### config.mk
export PLATFORM = sky130hd
export DESIGN_NAME = exec_sequencer
export DESIGN_NICKNAME = d
export VERILOG_FILES = /design/src/rtl/exec_sequencer.sv
export SDC_FILE = /design/constraint.sdc
export NUM_CORES = 1
export LEC_CHECK = 0
export ABC_AREA = 1
export CAP_MARGIN = 40
export CORE_ASPECT_RATIO = 0.5
export CORE_UTILIZATION = 35
export CTS_BUF_LIST = sky130_fd_sc_hd__clkbuf_2
export CTS_CLUSTER_DIAMETER = 80
export DETAILED_ROUTE_END_ITERATION = 16
export MAX_ROUTING_LAYER = met4
export PLACE_DENSITY_LB_ADDON = 0.05
export SLEW_MARGIN = 20
export SYNTH_ARGS = -nofsm -noshare
export SYNTH_HDL_FRONTEND = slang
export SYNTH_SLANG_ARGS = --single-unit
### constraint.sdc
create_clock -name clk -period 5.7 [get_ports clk]
set_input_delay 1.425 -clock clk [delete_from_list [all_inputs] [get_ports clk]]
set_output_delay 1.425 -clock clk [all_outputs]
set_load 0.005 [all_outputs]
### src/rtl/exec_sequencer.sv
// Execute/writeback sequencer for a 4-entry register file: fetch handshake,
// operand read, single-cycle ALU, write-back, and zero/carry flag upkeep.
module exec_sequencer #(
  parameter int N = 8
) (
  input  logic         clk,
  input  logic         rst_n,
  input  logic [N-1:0] instr_data,
  input  logic         instr_valid,
  output logic         instr_ready,
  output logic [1:0]   rd0_num,
  output logic [1:0]   rd1_num,
  input  logic [N-1:0] rd0_data,
  input  logic [N-1:0] rd1_data,
  output logic [N-1:0] wr_data,
  output logic [1:0]   wr_num,
  output logic         wr_en,
  output logic         flag_z,
  output logic         flag_c,
  output logic         done,
  output logic         busy
);

  typedef enum logic [2:0] {S_IDLE, S_IMM, S_READ, S_EXEC, S_WB} state_t;

  localparam logic [3:0] OP_ADD = 4'd0, OP_SUB = 4'd1, OP_AND = 4'd2, OP_OR  = 4'd3,
                         OP_XOR = 4'd4, OP_NOT = 4'd5, OP_SHL = 4'd6, OP_SHR = 4'd7,
                         OP_MOV = 4'd8, OP_LDI = 4'd9;

  state_t         state_q, state_d;
  logic [7:0]     ir_q, ir_d;
  logic [N-1:0]   a_q, a_d, b_q, b_d, r_q, r_d;
  logic           z_q, z_d, c_q, c_d;

  logic [3:0]     op_s;
  logic           accept_s;
  logic [N:0]     sum_s, diff_s;
  logic [N-1:0]   alu_r_s;
  logic           alu_c_s;

  assign op_s     = ir_q[7:4];
  assign accept_s = instr_valid & instr_ready;
  // The top bit of an (N+1)-bit difference is the unsigned borrow.
  assign sum_s    = {1'b0, a_q} + {1'b0, b_q};
  assign diff_s   = {1'b0, a_q} - {1'b0, b_q};

  always_comb begin
    alu_r_s = r_q;
    alu_c_s = c_q;
    case (op_s)
      OP_ADD:  begin alu_r_s = sum_s[N-1:0];  alu_c_s = sum_s[N];  end
      OP_SUB:  begin alu_r_s = diff_s[N-1:0]; alu_c_s = diff_s[N]; end
      OP_AND:  begin alu_r_s = a_q & b_q;     alu_c_s = 1'b0;      end
      OP_OR:   begin alu_r_s = a_q | b_q;     alu_c_s = 1'b0;      end
      OP_XOR:  begin alu_r_s = a_q ^ b_q;     alu_c_s = 1'b0;      end
      OP_NOT:  begin alu_r_s = ~a_q;          alu_c_s = 1'b0;      end
      OP_SHL:  begin alu_r_s = {a_q[N-2:0], 1'b0}; alu_c_s = a_q[N-1]; end
      OP_SHR:  begin alu_r_s = {1'b0, a_q[N-1:1]}; alu_c_s = a_q[0];   end
      OP_MOV:  begin alu_r_s = b_q;           alu_c_s = c_q;       end
      default: begin alu_r_s = r_q;           alu_c_s = c_q;       end
    endcase
  end

  always_comb begin
    state_d = state_q;
    ir_d    = ir_q;
    a_d     = a_q;
    b_d     = b_q;
    r_d     = r_q;
    z_d     = z_q;
    c_d     = c_q;
    case (state_q)
      S_IDLE: begin
        if (accept_s) begin
          ir_d    = instr_data[7:0];
          state_d = (instr_data[7:4] == OP_LDI) ? S_IMM : S_READ;
        end else begin
          state_d = S_IDLE;
        end
      end
      S_IMM: begin
        if (accept_s) begin
          r_d     = instr_data;
          state_d = S_WB;
        end else begin
          state_d = S_IMM;
        end
      end
      S_READ: begin
        a_d     = rd0_data;
        b_d     = rd1_data;
        state_d = S_EXEC;
      end
      S_EXEC: begin
        r_d = alu_r_s;
        // Only the ALU ops 0-7 touch the flags; MOV and NOP preserve them.
        if (op_s <= OP_SHR) begin
          z_d = (alu_r_s == {N{1'b0}});
          c_d = alu_c_s;
        end else begin
          z_d = z_q;
          c_d = c_q;
        end
        state_d = S_WB;
      end
      S_WB:    state_d = S_IDLE;
      default: state_d = S_IDLE;
    endcase
  end

  always_ff @(posedge clk or negedge rst_n) begin
    if (!rst_n) begin
      state_q <= S_IDLE;
      ir_q    <= 8'd0;
      a_q     <= {N{1'b0}};
      b_q     <= {N{1'b0}};
      r_q     <= {N{1'b0}};
      z_q     <= 1'b0;
      c_q     <= 1'b0;
    end else begin
      state_q <= state_d;
      ir_q    <= ir_d;
      a_q     <= a_d;
      b_q     <= b_d;
      r_q     <= r_d;
      z_q     <= z_d;
      c_q     <= c_d;
    end
  end

  // Outputs decode registered state only, so reset clears wr_en at once.
  assign instr_ready = (state_q == S_IDLE) || (state_q == S_IMM);
  assign busy        = (state_q != S_IDLE);
  assign done        = (state_q == S_WB);
  assign wr_en       = (state_q == S_WB) && (op_s <= OP_LDI);
  assign wr_num      = (state_q == S_WB) ? ir_q[3:2] : 2'd0;
  assign wr_data     = (state_q == S_WB) ? r_q : {N{1'b0}};
  assign rd0_num     = ir_q[3:2];
  assign rd1_num     = ir_q[1:0];
  assign flag_z      = z_q;
  assign flag_c      = c_q;

endmodule

==> results of run 1 <==
[final timing paths]
kind | slack [ps] | endpoint | start | cells after the start
max in group asynchronous | 4440 | ir_q[2]$_DFFE_PN0P_ | rst_n | 2
worst min register to register | 510 | ir_q[0]$_DFFE_PN0P_ | ir_q[0]$_DFFE_PN0P_ | 2
worst max-delay path | 2110 | wr_data[6] | state_q[0]$_DFF_PN0_ | 4
worst max register to register | 3200 | flag_z$_DFFE_PN0P_ | a_q[2]$_DFFE_PN0N_ | 12
worst min-delay path | 510 | ir_q[0]$_DFFE_PN0P_ | ir_q[0]$_DFFE_PN0P_ | 2
min in group asynchronous | 800 | b_q[3]$_DFFE_PN0N_ | rst_n | 1
[placed cells by master (no fill, tap or decap)]
| cell type | n |
|---|---|
| buf_12 | 1 |
| nand3b_1 | 1 |
| nand2_2 | 2 |
| nand3_1 | 45 |
| buf_4 | 2 |
| nand4_1 | 9 |
| dfrtp_1 | 37 |
| clkdlybuf4s50_1 | 45 |
| inv_1 | 67 |
| inv_2 | 2 |
| buf_8 | 1 |
| nor4_1 | 1 |
| o211ai_1 | 1 |
| nand2_1 | 124 |
| clkinv_4 | 1 |
| bufinv_16 | 1 |
| a21oi_1 | 30 |
| nor3b_1 | 1 |
| nor2_2 | 4 |
| o21bai_1 | 1 |
| o21ai_0 | 35 |
| nor3_1 | 2 |
| o22ai_1 | 7 |
| ha_1 | 24 |
| fa_1 | 2 |
| xor2_1 | 1 |
| nor2_1 | 76 |
| o21ai_1 | 1 |
| and2_1 | 1 |
| buf_2 | 1 |
| a21o_1 | 1 |
| nor2_4 | 3 |
| clkbuf_2 | 6 |
[layer usage]
layer  GRT usage  vias up  share of wire
met5           -        -              0
met2       0.309      111           0.38
met3      0.0329        4          0.062
li1            -     1647              -
met4      0.0333        0         0.0031
met1       0.360     1506           0.55
[power groups by stage]
stage	registers, W	logic (W)	clock network, W
floorplan	0.000474	0.00121	0
global placement	0.000521	0.00167	0
detailed placement	0.000519	0.00168	0
CTS	0.000514	0.00169	0.000191
global route	0.000534	0.00193	0.000201
finish	0.000514	0.00172	0.000185
[sequential cells by signal, summed over array words and instances (netlist names)]
name	count
a_q	8
b_q	8
flag_c	1
flag_z	1
ir_q	8
r_q	8
state_q	3
[tightest hold or removal path: stages, from the launching register on]
cell,delay (ps)
dfrtp_1,400
nand2_1,50
nand2_1,50
[layout make-up]
type	instances	area [um^2]	share of cell area
repair buffers	50	505	0.133
clock inverters	2	38.8	0.0102
well taps	117	146	0.0386
inverters	69	259	0.0683
multi-input cells	372	1890	0.498
flip-flops and latches	37	926	0.244
clock buffers	6	30.0	0.00792
[through the flow]
stage	setup WS, ps	hold slack [ps]	instances
2_1_floorplan	3360	443	495
3_3_place_gp	2450	466	641
3_5_place_dp	2550	462	644
4_1_cts	2070	518	652
5_1_grt	1920	548	653
6_report	2110	509	653
[logic make-up after synthesis]
logic type      share of synthesized area
compound gates                      0.125
flops                               0.292
fa+ha+maj                           0.107
buf+inv                             0.113
simple gates                        0.360
xor+xnor                          0.00276
==> flow_summary_export.csv, run 1 <==
group,metric,value,unit
setup_path,crit_fanout,12,
setup_path,crit_type,"reg -> out",
global_routing,grt_pass1_vias,3077,
logic_synthesis,yosysMostFrequentCell,"nand2_1",
cts,ctsResizeCount,0,
setup_path,required,4280,ps
routing,num_vias,3268,
global_routing,antenna_found_initial,0,
setup_path,endpoint_kind,"primary output",
hold_path,worstHoldPathType,"reg -> reg",
logic_synthesis,syn-num-nets,548,
placement,gp_congestion,0.868,
die,die_w,137,um
logic_synthesis,synth_top_area_cell,"dfrtp_1",
cells_and_area,design_area,3790,um^2
die,die_h,69.3,um
power,power_switching_share,0.567,
placement,dpl_cell_area,3720,um^2
die,initial_utilization,0.363,
cells_and_area,fin_nets,588,
cts,cts_made_buffers,5,
cells_and_area,fillCellCount,952,
power,p_int,0.00105,W
power,power_switching,0.00137,W
timing,finalMaxSlewViolations,0,
power,p_leak,1.93,nW
die,io_pins,47,
setup_path,max_stage_delay,540,ps
timing,clock_skew,24.3,ps
cts,cts_setup_buffers,0,
cells_and_area,insertedDiodeCount,0,
timing,setup_viol,0,
power,clkPwrFrac,0.077,
cts,tritoncts,"yes",
setup_path,path_delay_family,"buffers and inverters",
setup_path,path_cells,"inv_1, nand3_1, nor2_1, clkdlybuf4s50_1",
cells_and_area,areaGrowthSynthToFinish,19.6,%
logic_synthesis,ys_async_sr_fraction,1.00,
timing,fmax,279,MHz
logic_synthesis,synth-edff-count,0,
timing,rsz0062_at_grt,"false",
routing,drt_iter0_markers,267,
global_routing,grt_max_degree,31,
routing,wl_per_cell,15.2,um
setup_path,critPathLaunchType,"flip-flop",
timing,layout_worst_path_cycle_share,0.630,
logic_synthesis,synthFlopType,"dfrtp_1",
routing,drt-total-wl,9950,um
die,fp-row-count,24,
power,cellPowerDensity,637,nW/um^2
power,power_frac_comb,0.711,
global_routing,grt_usage,0.229,
die,coreArea,8740,um^2
cts,worstSkewPairLatency,430,ps
global_routing,grt-ovfl-total,0,
logic_synthesis,ys_seq_area_frac,0.292,
global_routing,grt_pass1_wl,16000,um
logic_synthesis,synth.area.top_cells,"dfrtp_1, nand2_1, ha_1, nor2_1, inv_1",
die,dieArea,9470,um^2
logic_synthesis,ys_seq_elements,37,
routing,drc_errors,0,
logic_synthesis,syn-cell-area,3170,um^2
outcome,status,"complete, no violations",
logic_synthesis,synth_top_cell_area_share,0.292,
setup_path,slowest_stage,"clkdlybuf4s50_1",
timing,tns,0,ps
cts,clk_pin_slew,220,ps
placement,port_buffers,46,
cells_and_area,fin_util,0.434,
power,total_power,0.00242,W
setup_path,crit_buf_inv,2,
cts,cts_buffer_depth,2,
routing,vias_per_cell,5.00,
placement,dp_hpwl,7830,um
cts,htree_levels,2,
logic_synthesis,ys_top_cells_by_count,"nand2_1, nor2_1, inv_1, nand3_1, dfrtp_1",
power,seqPwrFrac,0.213,
timing,relSlewSlack,0.588,
setup_path,cp.arrival,2160,ps
logic_synthesis,ys_types,28,
timing,tightest_slew,616,ps
timing,final.min_clock_period,3590,ps
timing,hold_violations,0,
routing,ant_nets,0,
cts,cts.sinks,37,
routing,drt-pass1-iter-count,5,
cts,cts_root_buf,"clkbuf_2",
cts,cts_hold_buffers,0,
logic_synthesis,syn_inst,495,
cells_and_area,drive_above_1_share,0.0448,
flow_run,cap_violations,0,
power,ir_worst_vdd,207,uV
logic_synthesis,avgSynthCellArea,6.41,um^2
logic_synthesis,yosysWarnings,0,
Power figures use the tool's default switching activity.
==> run 2, diff against run 1 <==
==> constraint.sdc (replaced) <==
create_clock -name clk -period 3.5 [get_ports clk]
set_input_delay 0.875 -clock clk [delete_from_list [all_inputs] [get_ports clk]]
set_output_delay 0.875 -clock clk [all_outputs]
set_load 0.005 [all_outputs]
==> flow_summary_export.csv, run 2 (synthesis gave the netlist of run 1 again) <==
group,metric,value,unit
outcome,status,"complete, no violations",
power,ir_worst_vdd,356,uV
setup_path,crit_fanout,12,
cts,worstSkewPairLatency,460,ps
placement,dp_hpwl,7870,um
cts,cts_buffer_depth,2,
global_routing,grt_max_degree,29,
routing,drc_errors,0,
routing,wl_per_cell,15.3,um
die,fp-row-count,24,
cells_and_area,fin_nets,589,
global_routing,grt_pass1_wl,16400,um
die,die_h,69.3,um
hold_path,worstHoldPathType,"in -> async",
setup_path,required,2620,ps
die,die_w,137,um
routing,num_vias,3285,
cts,cts_made_buffers,5,
timing,tns,0,ps
timing,layout_worst_path_cycle_share,0.851,
setup_path,rrSetupSlack,1020,ps
cts,cts_setup_buffers,0,
die,initial_utilization,0.363,
cts,htree_levels,2,
setup_path,path_delay_family,"buffers and inverters",
setup_path,cp_num_cells,4,
die,io_pins,47,
cts,ctsResizeCount,0,
timing,final.min_clock_period,2980,ps
timing,clock_skew,36.6,ps
placement,dp_cells,646,
setup_path,max_stage_delay,520,ps
timing,tightest_slew,661,ps
timing,hold_violations,0,
setup_path,path_cells,"inv_1, nand3_1, nor2_1, clkdlybuf4s50_1",
cts,cts_hold_buffers,0,
setup_path,crit_type,"reg -> out",
flow_run,cap_violations,0,
routing,drt-pass1-iter-count,5,
global_routing,grt_usage,0.237,
cells_and_area,fillCellCount,981,
cells_and_area,drive_above_1_share,0.0466,
cells_and_area,areaGrowthSynthToFinish,19.8,%
cts,clk_pin_slew,250,ps
setup_path,worstReg2RegEnd,"r_q[7]$_DFFE_PN0P_",
setup_path,r2r_cells,11,
global_routing,grt-ovfl-total,0,
placement,port_buffers,46,
global_routing,grt_pass1_vias,3099,
cts,tritoncts,"yes",
die,dieArea,9470,um^2
cts,cts.sinks,37,
cts,cts_root_buf,"clkbuf_2",
timing,finalMaxSlewViolations,0,
cells_and_area,final_cell_mix,"nand2_1, nor2_1, inv_1",
setup_path,crit_buf_inv,2,
cells_and_area,insertedDiodeCount,0,
setup_path,worst_r2r_startpoint,"a_q[2]$_DFFE_PN0N_",
global_routing,antenna_found_initial,0,
routing,ant_nets,0,
setup_path,slowest_stage,"clkdlybuf4s50_1",
power,p_leak,1.93,nW
setup_path,endpoint_kind,"primary output",
power,cellPowerDensity,1040,nW/um^2
timing,setup_viol,0,
routing,drt-total-wl,10000,um
setup_path,critPathLaunchType,"flip-flop",
timing,fmax,336,MHz
cells_and_area,stdcell_count,654,
timing,rsz0062_at_grt,"false",
placement,gp_congestion,0.898,
setup_path,cp.arrival,2100,ps
cells_and_area,layout_commonest_cell,"nand2_1",
routing,drt_iter0_markers,237,
routing,vias_per_cell,5.02,
timing,relSlewSlack,0.558,
die,coreArea,8740,um^2
## run 2: cell types whose count changed in the layout (fill, tap and decap cells not counted), sizes merged
cell,delta
buf,+1
## run 2: power by group
part / leakage, nW / internal [W] / switching (W)
Clock: 0.0432 / 0.000125 / 0.000169
Sequential: 0.438 / 0.000631 / 0.000208
Combinational: 1.45 / 0.000957 / 0.00186
Total: 1.93 / 0.00171 / 0.00224
## run 2: area by class of cell
cell class / count / area, um^2 / share of cell area
sequential: 37 / 926 / 0.244
tap: 117 / 146 / 0.0385
clock inverter: 2 / 38.8 / 0.0102
clock buffer: 6 / 30.0 / 0.00790
multi-input combinational: 372 / 1890 / 0.497
inverter: 69 / 259 / 0.0682
timing repair buffer: 51 / 513 / 0.135
## run 2: how the worst max path moves through the flow
stage          slack (ps)                 start                 end
2_1_floorplan        1640    a_q[0]$_DFFE_PN0N_  flag_z$_DFFE_PN0P_
3_3_place_gp         1000    a_q[0]$_DFFE_PN0N_  flag_c$_DFFE_PN0P_
3_5_place_dp         1030  state_q[0]$_DFF_PN0_               wr_en
4_1_cts               490  state_q[0]$_DFF_PN0_               wr_en
5_1_grt               320  state_q[0]$_DFF_PN0_          wr_data[0]
6_report              520  state_q[0]$_DFF_PN0_               wr_en
## run 2: metal layers
metal,up-vias,track usage,wire [um]
met5,-,-,0
met4,0,0.0407,57
met3,5,0.0417,642
met2,100,0.310,3860
met1,1525,0.374,5480
li1,1655,-,-
## run 2: metrics by stage
stage	util	power, W	hold WS, ps	area (um^2)	setup WS (ps)
after floorplan	-	0.00275	443	3170	1640
after global placement	0.423	0.00360	467	3700	995
after detailed placement	0.427	0.00361	461	3730	1030
after CTS	0.435	0.00392	250	3800	487
after global routing	0.435	0.00437	245	3800	323
final	0.435	0.00395	249	3800	523
